### config.mk
export PLATFORM = sky130hd
export DESIGN_NAME = pkt_desc_sched
export DESIGN_NICKNAME = d
export VERILOG_FILES = /design/src/rtl/pkt_sched_pkg.sv /design/src/rtl/desc_fifo.sv /design/src/rtl/pkt_desc_sched.sv
export SDC_FILE = /design/constraint.sdc
export NUM_CORES = 1
export LEC_CHECK = 0
export CORE_MARGIN = 4
export CORE_UTILIZATION = 58
export CTS_CLUSTER_DIAMETER = 30
export CTS_CLUSTER_SIZE = 28
export DETAILED_ROUTE_END_ITERATION = 6
export DONT_BUFFER_PORTS = 1
export PLACE_DENSITY = 0.77
export SETUP_SLACK_MARGIN = 0.3
export SLEW_MARGIN = 10
export SYNTH_ARGS = -nofsm -noshare
export SYNTH_HDL_FRONTEND = slang
export SYNTH_SLANG_ARGS = --single-unit
### constraint.sdc
create_clock -name clk_i -period 16.15 [get_ports clk_i]
set_input_delay 3.23 -clock clk_i [delete_from_list [all_inputs] [get_ports clk_i]]
set_output_delay 3.23 -clock clk_i [all_outputs]
set_load 0.01 [all_outputs]
### src/rtl/pkt_sched_pkg.sv
// Shared types and defaults for the packet descriptor scheduler.
// Holds the queued descriptor record, the issue FSM states and the validity rule.
package pkt_sched_pkg;

  localparam int DEFAULT_DEPTH     = 8;
  localparam int DEFAULT_START_TMO = 16;

  typedef struct packed {
    logic [31:0] ctrl;
    logic [31:0] addr_begin;
    logic [31:0] addr_end;
  } desc_t;

  typedef enum logic [1:0] {
    IDLE,
    ISSUE,
    WAIT_START,
    WAIT_DONE
  } state_e;

  // A descriptor must describe a non-empty, word-aligned byte range (end is exclusive).
  function automatic logic desc_bad(input desc_t d);
    return (d.addr_end <= d.addr_begin) ||
           (d.addr_begin[1:0] != 2'b00) ||
           (d.addr_end[1:0] != 2'b00);
  endfunction

endpackage

### src/rtl/desc_fifo.sv
// Synchronous FIFO of descriptors with a fill-level output.
// Head entry is presented combinationally so it can be latched on the pop edge.
module desc_fifo
  import pkt_sched_pkg::*;
#(
  parameter int DEPTH = DEFAULT_DEPTH,
  localparam int AW   = $clog2(DEPTH)
) (
  input  logic        clk_i,
  input  logic        rst_i,
  input  logic        push_i,
  input  logic        pop_i,
  input  desc_t       wdata_i,
  output desc_t       rdata_o,
  output logic [AW:0] level_o,
  output logic        full_o,
  output logic        empty_o
);

  desc_t         mem_q [DEPTH];
  logic [AW-1:0] wr_ptr_q;
  logic [AW-1:0] rd_ptr_q;
  logic [AW:0]   level_q;
  logic          do_push;
  logic          do_pop;

  assign full_o  = (level_q == (AW+1)'(DEPTH));
  assign empty_o = (level_q == '0);
  assign do_push = push_i && !full_o;
  assign do_pop  = pop_i && !empty_o;
  assign level_o = level_q;
  assign rdata_o = mem_q[rd_ptr_q];

  // Pointers are exactly AW bits wide, so they wrap modulo DEPTH on their own.
  always_ff @(posedge clk_i or posedge rst_i) begin
    if (rst_i) begin
      wr_ptr_q <= '0;
      rd_ptr_q <= '0;
      level_q  <= '0;
    end else begin
      if (do_push) wr_ptr_q <= wr_ptr_q + 1'b1;
      if (do_pop)  rd_ptr_q <= rd_ptr_q + 1'b1;
      case ({do_push, do_pop})
        2'b10:   level_q <= level_q + 1'b1;
        2'b01:   level_q <= level_q - 1'b1;
        default: level_q <= level_q;
      endcase
    end
  end

  always_ff @(posedge clk_i) begin
    if (do_push) mem_q[wr_ptr_q] <= wdata_i;
  end

endmodule

### src/rtl/pkt_desc_sched.sv
// Packet descriptor scheduler: queues valid descriptors and hands them one at a
// time to a packet reader with a start-pulse / ready handshake and a start timeout.
module pkt_desc_sched
  import pkt_sched_pkg::*;
#(
  parameter int DEPTH     = DEFAULT_DEPTH,
  parameter int START_TMO = DEFAULT_START_TMO,
  localparam int LW       = $clog2(DEPTH) + 1,
  localparam int TW       = $clog2(START_TMO) + 1
) (
  input  logic          clk_i,
  input  logic          rst_i,
  input  logic          enable_i,
  input  logic          desc_valid_i,
  output logic          desc_ready_o,
  input  logic [31:0]   desc_control_i,
  input  logic [31:0]   desc_begin_i,
  input  logic [31:0]   desc_end_i,
  output logic          rd_ctrl_o,
  output logic [31:0]   control_o,
  output logic [31:0]   pkt_begin_o,
  output logic [31:0]   pkt_end_o,
  input  logic          rd_ctrl_rdy_i,
  output logic          busy_o,
  output logic [LW-1:0] q_level_o,
  output logic [15:0]   pkt_count_o,
  output logic [7:0]    err_count_o
);

  desc_t         in_desc;
  desc_t         head;
  desc_t         active_q;
  state_e        state_q;
  logic [TW-1:0] tmo_cnt_q;
  logic [15:0]   pkt_count_q;
  logic [7:0]    err_count_q;
  logic [7:0]    err_count_d;
  logic [8:0]    err_sum;
  logic          rd_ctrl_q;
  logic          busy_q;
  logic          accept, bad, push, pop, full, empty, tmo_hit;

  assign in_desc      = '{ctrl: desc_control_i, addr_begin: desc_begin_i, addr_end: desc_end_i};
  assign desc_ready_o = (q_level_o < LW'(DEPTH));
  assign accept       = desc_valid_i && desc_ready_o;
  assign bad          = desc_bad(in_desc);
  assign push         = accept && !bad;
  assign pop          = (state_q == IDLE) && enable_i && !empty && rd_ctrl_rdy_i;
  assign tmo_hit      = (state_q == WAIT_START) && rd_ctrl_rdy_i &&
                        (tmo_cnt_q == TW'(START_TMO - 1));

  desc_fifo #(.DEPTH(DEPTH)) u_fifo (
    .clk_i   (clk_i),
    .rst_i   (rst_i),
    .push_i  (push),
    .pop_i   (pop),
    .wdata_i (in_desc),
    .rdata_o (head),
    .level_o (q_level_o),
    .full_o  (full),
    .empty_o (empty)
  );

  // A rejected push and a start timeout can land on the same edge, so both are summed.
  always_comb begin
    err_sum     = {1'b0, err_count_q} + 9'(accept && bad) + 9'(tmo_hit);
    err_count_d = (err_sum > 9'd255) ? 8'hFF : err_sum[7:0];
  end

  always_ff @(posedge clk_i or posedge rst_i) begin
    if (rst_i) begin
      state_q     <= IDLE;
      active_q    <= '0;
      tmo_cnt_q   <= '0;
      pkt_count_q <= '0;
      err_count_q <= '0;
      rd_ctrl_q   <= 1'b0;
      busy_q      <= 1'b0;
    end else begin
      err_count_q <= err_count_d;
      rd_ctrl_q   <= 1'b0;
      case (state_q)
        IDLE: begin
          if (pop) begin
            active_q  <= head;
            rd_ctrl_q <= 1'b1;
            busy_q    <= 1'b1;
            state_q   <= ISSUE;
          end
        end
        ISSUE: begin
          tmo_cnt_q <= '0;
          state_q   <= WAIT_START;
        end
        WAIT_START: begin
          if (!rd_ctrl_rdy_i) begin
            state_q <= WAIT_DONE;
          end else if (tmo_hit) begin
            busy_q  <= 1'b0;
            state_q <= IDLE;
          end else begin
            tmo_cnt_q <= tmo_cnt_q + 1'b1;
          end
        end
        WAIT_DONE: begin
          if (rd_ctrl_rdy_i) begin
            pkt_count_q <= pkt_count_q + 1'b1;
            busy_q      <= 1'b0;
            state_q     <= IDLE;
          end
        end
        default: state_q <= IDLE;
      endcase
    end
  end

  assign rd_ctrl_o   = rd_ctrl_q;
  assign busy_o      = busy_q;
  assign control_o   = active_q.ctrl;
  assign pkt_begin_o = active_q.addr_begin;
  assign pkt_end_o   = active_q.addr_end;
  assign pkt_count_o = pkt_count_q;
  assign err_count_o = err_count_q;

endmodule

# Yosys cells after proc, flatten, opt, wreduce, memory -nomap -nowiden
# Memory sizes are Yosys's and may differ from the RTL's. A register that Yosys moved wholly into a read port is not among the register bits.
# Cells that the tools add are included.
[word_totals] ff_bits=43 mem_bits_rw=768 inputBits=101 output_inout_bits=127 elab_cells=80 memories=1
[classes] addsub=8 n_lt_le_gt_ge=3 n_eq_ne=13 muxes=19 n_reduce_logical=27
[mem_list] name="u_fifo.mem_q" words=8 word_bits=96 read_ports=1 rd_ports_with_merged_regs=1 wr=1 line="desc_fifo.sv:20" rtl="desc_t mem_q [DEPTH];"
[ops] operator="$le 32x32->1" count=1
[ops] operator="$add 16x1->16 const B" count=1
[ops] operator="$logic_and 1x1->1" count=10
[ops] operator="$mux 5" count=2
[ops] operator="$pmux 5 s2" count=1
[ops] operator="$add 8x1->9" count=1
[ops] operator="$add 9x1->9" count=1
[ops] operator="$gt 9x8->1 const B" count=1
[ops] operator="$mux 1" count=8
[ops] operator="$mux 2" count=4
[ops] operator="$mux 8" count=1
[ops] operator="$ne 2x2->1 const B" count=4
[ops] operator="$pmux 2 s4" count=1
[ops] operator="$pmux 4 s2" count=1
[ops] operator="$reduce_bool 2->1" count=4
[ops] operator="$add 3x1->3 const B" count=2
[ops] operator="$eq 2x2->1 const B" count=3
[ops] operator="$reduce_and 3->1" count=2
[ops] operator="$add 5x1->5 const B" count=1
[ops] operator="$eq 5x4->1 const B" count=1
[ops] operator="$reduce_and 5->1" count=1
[ops] operator="$add 4x1->4 const B" count=1
[ops] operator="$eq 2x1->1 const B" count=2
[ops] operator="$eq 4x4->1 const B" count=1
[ops] operator="11 further kinds" count=15

# Depth between registers and ports, before layout
# Gate-level depths: netlist of run 1.
[depth] depth_word=8 mapped_depth=15 depth_no_buf=14

# By module
# A second synthesis of run 1 with hierarchy kept.
[hier_totals] hier_cells=1644 area_unflattened_um2=35429.0
[by_module_without_submodules] mod="desc_fifo" n_inst=1 cells_per_inst=1178 area_per_inst_um2=29464.5 seq_area_each_um2=23312.4
[by_module_without_submodules] mod="pkt_desc_sched" n_inst=1 cells_per_inst=466 area_per_inst_um2=5964.5 seq_area_each_um2=3228.1

# Least setup slack after synthesis of run 1
# OpenSTA, ideal clock, no wires.
[synth_timing] path_type="in2reg" from="input port desc_begin_i[30]" to="memory u_fifo.mem_q[2][0] (netlist name), enable pin" setup_time_ns=0.786 arrival_ns=13.602 t_required_ns=15.364 path_slack_ns=1.762 cell_stages=9 path_buffers=1 path_cell_list="inv_1 ha_1 nand4_4 nor4_4 nand3b_1 a31oi_2 o21ai_2 buf_6 nor4_1"
[synth_via] elab_chain_len=8
[synth_rtl] item="from (decl)" line="pkt_desc_sched.sv:17" rtl="input logic [31:0] desc_begin_i,"
[synth_rtl] item="$le 32x32->1" line="pkt_sched_pkg.sv:23" rtl="return (d.addr_end <= d.addr_begin) ||"
[synth_rtl] item="$logic_or 1x1->1" line="pkt_sched_pkg.sv:23"
[synth_rtl] item="$logic_or 1x1->1" line="pkt_sched_pkg.sv:24" rtl="(d.addr_begin[1:0] != 2'b00) ||"
[synth_rtl] item="$logic_not 1->1" line="pkt_desc_sched.sv:47" rtl="assign push = accept && !bad;"
[synth_rtl] item="$logic_and 1x1->1" line="pkt_desc_sched.sv:47"
[synth_rtl] item="$logic_and 1x1->1" line="desc_fifo.sv:29" rtl="assign do_push = push_i && !full_o;"
[synth_rtl] item="$mux 1" line="desc_fifo.sv:52" rtl="if (do_push) mem_q[wr_ptr_q] <= wdata_i;"
[synth_rtl] item="$mux 1 (not written as such)" line="desc_fifo.sv:52"
[synth_rtl] item="to (decl)" line="desc_fifo.sv:20"
# Every way passes these cells.

# Final worst setup path of run 1
[layout_timing] from="input port desc_begin_i[15]" to="register u_fifo.level_q[3] (netlist: u_fifo.level_o[3])"
[layout_via] elab_chain_len=8 word_cells_on_any_way=10 cone_classes="order compare (1); eq/ne (2); mux (1); reduce/logical (6)"
[layout_rtl] item="$le 32x32->1 *" line="pkt_sched_pkg.sv:23"
[layout_rtl] item="$logic_or 1x1->1 *" line="pkt_sched_pkg.sv:23"
[layout_rtl] item="$logic_or 1x1->1 *" line="pkt_sched_pkg.sv:24"
[layout_rtl] item="$logic_not 1->1 *" line="pkt_desc_sched.sv:47"
[layout_rtl] item="$logic_and 1x1->1 *" line="pkt_desc_sched.sv:47"
[layout_rtl] item="$logic_and 1x1->1 *" line="desc_fifo.sv:29"
[layout_rtl] item="$eq 2x1->1 / $eq 2x2->1 (equally long branches)" line="desc_fifo.sv:43" rtl="case ({do_push, do_pop})"
[layout_rtl] item="$pmux 4 s2 / $reduce_bool 2->1 (equally long branches)"
[layout_rtl] item="to (signal assigned)" line="desc_fifo.sv:44" rtl="2'b10: level_q <= level_q + 1'b1;"
[layout_rtl] item="to (signal assigned)" line="desc_fifo.sv:45" rtl="2'b01: level_q <= level_q - 1'b1;"
[layout_rtl] item="to (signal assigned)" line="desc_fifo.sv:46" rtl="default: level_q <= level_q;"
[layout_rtl] item="to (decl)" line="desc_fifo.sv:23" rtl="logic [AW:0] level_q;"
# Every way passes the cells marked *; elsewhere a longest branch is shown, timed or not.
# A chain may end at the register's enable or synchronous reset.

==> results.md, run 1 <==
- Leakage: 14.13 nW
- Slew HR: 23.34%
- # port buffers: 0
- Synthesized net count: 1883
- Worst-skew pair later-pin latency: 0.72 ns
- Worst path depth: 14
- Worst R2R Setup Slack: 12.88 ns
- Worst R2R End: pkt_end_o[25]
- Syn Inst Count: 1739
- Layout area overhead: 17.31%
- Via Count: 16630
- Min Tclk post-route: 6.181 ns
- Clock-pin slew on the worst setup and hold paths: 0.05 ns
- Cells after DPL: 2460
- Antenna cell count: 0
- Hold Slack: 0.5220 ns
- CTS Buf Count: 150
- Cell taking the most area after synthesis: edfxtp_1
- # IOs: 228
- Vias in the first global route: 18210
- Max frequency: 161.8 MHz
- Tot GR Track Use: 23.50%
- Count of cell types in the netlist: 55
- Top Family by Delay on Critical Path: compound AO/OA/AOI/OAI gates
- Hold Buf Count CTS: 0
- Reg-to-Reg Start: u_fifo.rd_ptr_q[0]
- Average size of a mapped cell: 20.12 sq um
- Req. time, crit path: 16.71 ns
- CP max FO: 11
- Status: completed
- Most frequent CP cell: ha_1
- H-tree depth: 4
- Dpl hpwl: 38080 um
- Max Cap Violations: 0
- Synth Register Bits: 907
- Worst path slowest cell: nor4_1
- Most used flip-flop cell after synthesis: edfxtp_1
- Slew @ Worst Pin: 1.150 ns
- Tcrit/Tclk final: 38.27%
- Post-CTS setup repair buffer count: 0
- First-pass GRT wire length: 111900 um
- CP arrival: 6.74 ns
- Wirelength per Cell: 26.51 um
- Crit. End Element: flip-flop
- Post-synth EDFFs: 768
- CP Cell Sequence: inv_1 -> ha_1 -> nand4_1 -> nor4_1 -> a21bo_1 -> a21oi_2 -> o21ai_2 -> ha_1 -> ha_1 -> a21o_1 -> a21oi_1 -> xnor2_1 -> nor2_1 -> xnor2_1
- Post-Syn Area: 0.03498 sq mm
- Finished Layout Cells: 2738
- Core ar.: 0.05935 sq mm
- Largest net degree at the start of global routing: 85
- Overflow after GRT: 0
- CP max stage delay: 0.68 ns
- Iteration-0 DRC Markers: 1260
- Root buf cell: clkbuf_16
- Final Hold Vio Count: 0
- Fin nets: 1983
- Hold Crit Class: reg2reg
- CTS sink cnt: 907
- CP bufs+invs: 1
- Top-area cell type share of the netlist area: 65.93%
- Post_cts resized: 0
- Starting Density: 58.94%
- RSZ-0062 raised after global routing: false
- Async set-or-reset flop fraction in the synthesized netlist: 15.33%
- Setup Viol. Count Final: 0
- GPL Wtd Cong: 0.7571
- Setup_tns: 0 ns
- ANT nets after route: 0
- Final wirelength: 72570 um
- Antenna violations before repair: 0
- Die Height: 253.6 um
- DR vias/cell: 6.073
- CTS tree: built
- Die W: 253.6 um
- Sequential area share after synthesis: 75.87%
- Origin of the worst setup path: desc_begin_i[15]
- Clk buf depth: 3
- Kind of critical path: in2reg
- Proportion of layout cells with a drive suffix above 1: 25.34%
- CP Launch Type: input pin
- # DRC: 0
- Worst setup path endpoint: u_fifo.level_o[3]
- Clock Skews: 0.04019 ns
- Die area: 0.06431 sq mm
- Final Max Tran Viols: 0
- Reg2Reg Depth: 4
- Worst IR Drop VDD: 125.0 uV
- Yosys Warn Count: 0
- Rows: 89
- Power Density: 177.3 mW/mm^2
- Synth area leaders: edfxtp_1, mux4_2, dfrtp_1
- Pre-antenna DRT Iters: 7
-- state kept, by name (all words and copies together), names as in the netlist, 2 cells and up --
register	cells
u_fifo.level_o	4
state_q	2
pkt_begin_o	32
control_o	32
u_fifo.mem_q	768
u_fifo.wr_ptr_q	3
u_fifo.rd_ptr_q	3
tmo_cnt_q	5
err_count_o	8
pkt_count_o	16
pkt_end_o	32
-- routing by layer --
| layer | routed length, um | GRT usage, % | vias to the layer above |
|---|---|---|---|
| met5 | 0 | 0 | - |
| met4 | 1527 | 7.707 | 0 |
| met3 | 5875 | 7.829 | 101 |
| met2 | 36340 | 37.73 | 578 |
| met1 | 28830 | 30.97 | 8735 |
| li1 | - | - | 7213 |
-- power breakdown --
group	switching, mW	internal, mW
combinational	0.524	0.585
clock	1.10	2.10
sequential	0.290	2.68
total	1.91	5.37
-- cells in the final DEF (no fill, tap or decap), drive strengths merged, types with 6 or more instances in the layout --
master	count
a21oi	21
and3	6
buf	28
bufinv	19
clkbuf	184
clkinv	44
clkinvlp	12
dfrtp	139
edfxtp	768
ha	41
inv	68
mux2i	97
mux4	192
nand2	123
nand2b	7
nand3	11
nand4	13
nor2	10
nor3	9
o21ai	109
xnor2	20
xor2	7
-- through the flow --
stage / area, sq um / power, mW / utilization [%] / setup slack [ns]
CTS: 41040 / 7.355 / 69.14 / 9.985
global placement: 35860 / 4.112 / 60.41 / 9.350
floorplan: 34980 / 3.848 / - / 1.762
global route: 41040 / 7.590 / 69.14 / 9.831
detailed placement: 35860 / 4.143 / 60.41 / 9.242
finish: 41040 / 7.276 / 69.14 / 9.969
-- worst min-delay path by stage --
stage / startpoint / end / slack, ns / depth (start not counted)
5_1_grt: pkt_count_o[15] / pkt_count_o[15] / 0.56 / 1
2_1_floorplan: tmo_cnt_q[4] / tmo_cnt_q[4] / 0.47 / 2
4_1_cts: tmo_cnt_q[4] / tmo_cnt_q[4] / 0.53 / 2
6_report: tmo_cnt_q[4] / tmo_cnt_q[4] / 0.52 / 2
3_5_place_dp: tmo_cnt_q[4] / tmo_cnt_q[4] / 0.52 / 2
3_3_place_gp: tmo_cnt_q[4] / tmo_cnt_q[4] / 0.49 / 2
-- worst min-delay path, stage by stage (launching register included) --
cell	delay, ns
dfrtp_1	0.36
nand2_1	0.06
o21ai_0	0.06
-- final cells by class --
type                       count  area (sq um)
sequential                   907         26550
inverter                      49         188.9
tap                          773         967.2
fill                        3524         18320
clock buffer                 184          4035
clock inverter                94          1144
timing repair buffer          28         210.2
multi-input combinational    703          7940
-- cell families (layout without fill, tap and decap cells) --
logic type               count (synthesis)  in the layout  synth area share, %
AO/OA/AOI/OAI                          146            146                2.364
XOR/XNOR                                27             27               0.6760
adder cells (fa/ha/maj)                 43             43                1.581
buffers and inverters                  129            355                1.577
flip-flops                             907            907                75.87
multiplexers                           292            292                15.23
AND/OR/NAND/NOR                        195            195                2.700
-- synthesized netlist by cell type, types with 11 or more instances --
cell type and n:
edfxtp_1 768, mux4_2 192, dfrtp_1 139, nand2_1 123, mux2i_1 97, o21ai_1 97
inv_1 45, ha_1 41, clkbuf_1 34, buf_2 27, xnor2_1 20, a21oi_1 19
buf_1 11, nand3_1 11, o21ai_0 11
Note: power is estimated with default switching activity, not from simulation.
==> run 2, diff against run 1 <==
==> constraint.sdc (replaced) <==
create_clock -name clk_i -period 6.1 [get_ports clk_i]
set_input_delay 1.22 -clock clk_i [delete_from_list [all_inputs] [get_ports clk_i]]
set_output_delay 1.22 -clock clk_i [all_outputs]
set_load 0.01 [all_outputs]
==> results.md, run 2 (synthesis results as in run 1) <==
- Status: completed
- Slew @ Worst Pin: 1.056 ns
- Kind of critical path: in2reg
- Worst path slowest cell: buf_4
- Place WS: 1.383 ns
- Final Max Tran Viols: 0
- Final Hold Vio Count: 0
- Top Family by Delay on Critical Path: simple AND/OR/NAND/NOR gates
- CP Cell Sequence: inv_1 -> ha_1 -> nand4_1 -> nor4_4 -> nand3b_1 -> a31oi_2 -> o21ai_2 -> buf_4 -> nor3_4 -> buf_4
- Clock Skews: 0.03334 ns
- Setup Viol. Count Final: 0
- Most common cell after layout, fill and taps aside: edfxtp_1
- # port buffers: 0
- Clock-pin slew on the worst setup and hold paths: 0.05 ns
- Max Cap Violations: 0
- # DRC: 0
- DR vias/cell: 6.223
- Tot GR Track Use: 23.53%
- Fill count: 3528
- Iteration-0 DRC Markers: 1459
- Root buf cell: clkbuf_16
- Die area: 0.06431 sq mm
- Final Util: 68.94%
- # IOs: 228
- Fin nets: 1973
- HP Start: tmo_cnt_q[4]
- Dpl hpwl: 36160 um
- RSZ-0062 raised after global routing: false
- Most frequent CP cell: buf_4
- Wirelength per Cell: 27.01 um
- Starting Density: 58.94%
- Crit. End Element: flip-flop
- Hold Crit Class: reg2reg
- GPL Wtd Cong: 0.7446
- CP arrival: 4.26 ns
- Pre-antenna DRT Iters: 5
- Worst R2R End: pkt_end_o[19]
- CP max FO: 45
- Proportion of layout cells with a drive suffix above 1: 25.08%
- Die W: 253.6 um
- Max FFs per register: 768
- Overflow after GRT: 0
- Rows: 89
- Antenna cell count: 0
- Hold depth: 2
- Clk buf depth: 3
- CTS tree: built
- Slew HR: 29.60%
- Most flop-heavy register: u_fifo.mem_q
- CP Launch Type: input pin
- Leakage: 14.00 nW
- Power Density: 458.4 mW/mm^2
- Vias in the first global route: 17930
- Final wirelength: 73550 um
- Max frequency: 253.0 MHz
- Via Count: 16950
- CP bufs+invs: 3
- Worst IR Drop VDD: 343.5 uV
- CTS Buf Count: 146
- First-pass GRT wire length: 111600 um
- Antenna violations before repair: 0
- H-tree depth: 4
- Post-CTS setup repair buffer count: 0
- Commonest non-fill, non-tap cells in the layout: edfxtp_1, mux4_2, clkbuf_16
- Largest net degree at the start of global routing: 198
- Core ar.: 0.05935 sq mm
- Reg-to-Reg Start: u_fifo.rd_ptr_q[0]
- CP max stage delay: 0.72 ns
- Worst R2R Setup Slack: 3.15 ns
- Worst Hold End: tmo_cnt_q[4]
- Req. time, crit path: 6.41 ns
- ANT nets after route: 0
- Hold Buf Count CTS: 0
- Min Tclk post-route: 3.953 ns
- Post-route setup slack: 2.147 ns
- Worst-skew pair later-pin latency: 0.71 ns
- Tcrit/Tclk final: 64.80%
- Die Height: 253.6 um
- CTS sink cnt: 907
- Reg2Reg Depth: 4
- Post_cts resized: 0
- Total Power: 18.76 mW
- Layout area overhead: 16.96%
[run 2: cell count changes in the layout (fill, tap and decap cells not counted), moves of 5 or more]
cell,change
bufinv_16,-5
clkbuf_16,-6
buf_4,-13
buf_12,+7
inv_2,+6
inv_6,-7
ha_1,-10
ha_4,+10
clkinv_1,+15
inv_1,-9
[run 2: final cells by class]
class / instances / area (sq um) / area share [%]
clock buffers: 173 / 3836 / 9.376
repair buffers: 22 / 252.7 / 0.6177
well taps: 773 / 967.2 / 2.364
multi-input cells: 703 / 8108 / 19.82
inverters: 49 / 201.4 / 0.4923
clock inverters: 96 / 999.7 / 2.443
flip-flops and latches: 907 / 26550 / 64.89
[run 2: per-stage QoR]
step	hold WS (ns)	area [sq um]	TNS, ns	instances
floorplan	0.4716	35190	-236.75	1739
global placement	0.4923	36080	0	2454
detailed placement	0.5153	36080	0	2454
CTS	0.5283	40920	0	2723
global route	0.5397	40920	0	2723
finish	0.5367	40920	0	2723
[run 2: layer usage]
metal	GRT usage [%]	share of wire [%]	vias up
met3	6.990	8.3	124
met2	38.39	50	643
li1	-	-	7184
met5	0	0	-
met1	31.32	39	8994
met4	7.139	2.0	0
[run 2: worst max path at each step]
stage	from	to	slack [ns]	depth (start not counted)
finish	desc_begin_i[16]	u_fifo.mem_q[7][38]	2.15	10
global route	desc_begin_i[16]	u_fifo.mem_q[7][38]	2.00	10
CTS	desc_begin_i[16]	u_fifo.mem_q[7][36]	2.11	10
detailed placement	desc_begin_i[17]	u_fifo.mem_q[7][13]	1.38	10
global placement	desc_begin_i[17]	u_fifo.mem_q[7][46]	1.43	10
floorplan	desc_begin_i[30]	u_fifo.mem_q[5][0]	-0.62	9
[run 2: tightest hold or removal path, delay by kind of cell, from the launching register on]
family           cells  cell delay, ns
flip-flops           1            0.37
AO/OA/AOI/OAI        1            0.07
AND/OR/NAND/NOR      1            0.06
[run 2: power by group]
part | switching [mW] | total [mW] | internal [mW]
clock | 2.83 | 7.94 | 5.11
sequential | 0.748 | 7.86 | 7.11
combinational | 1.39 | 2.96 | 1.57
total | 4.97 | 18.8 | 13.8
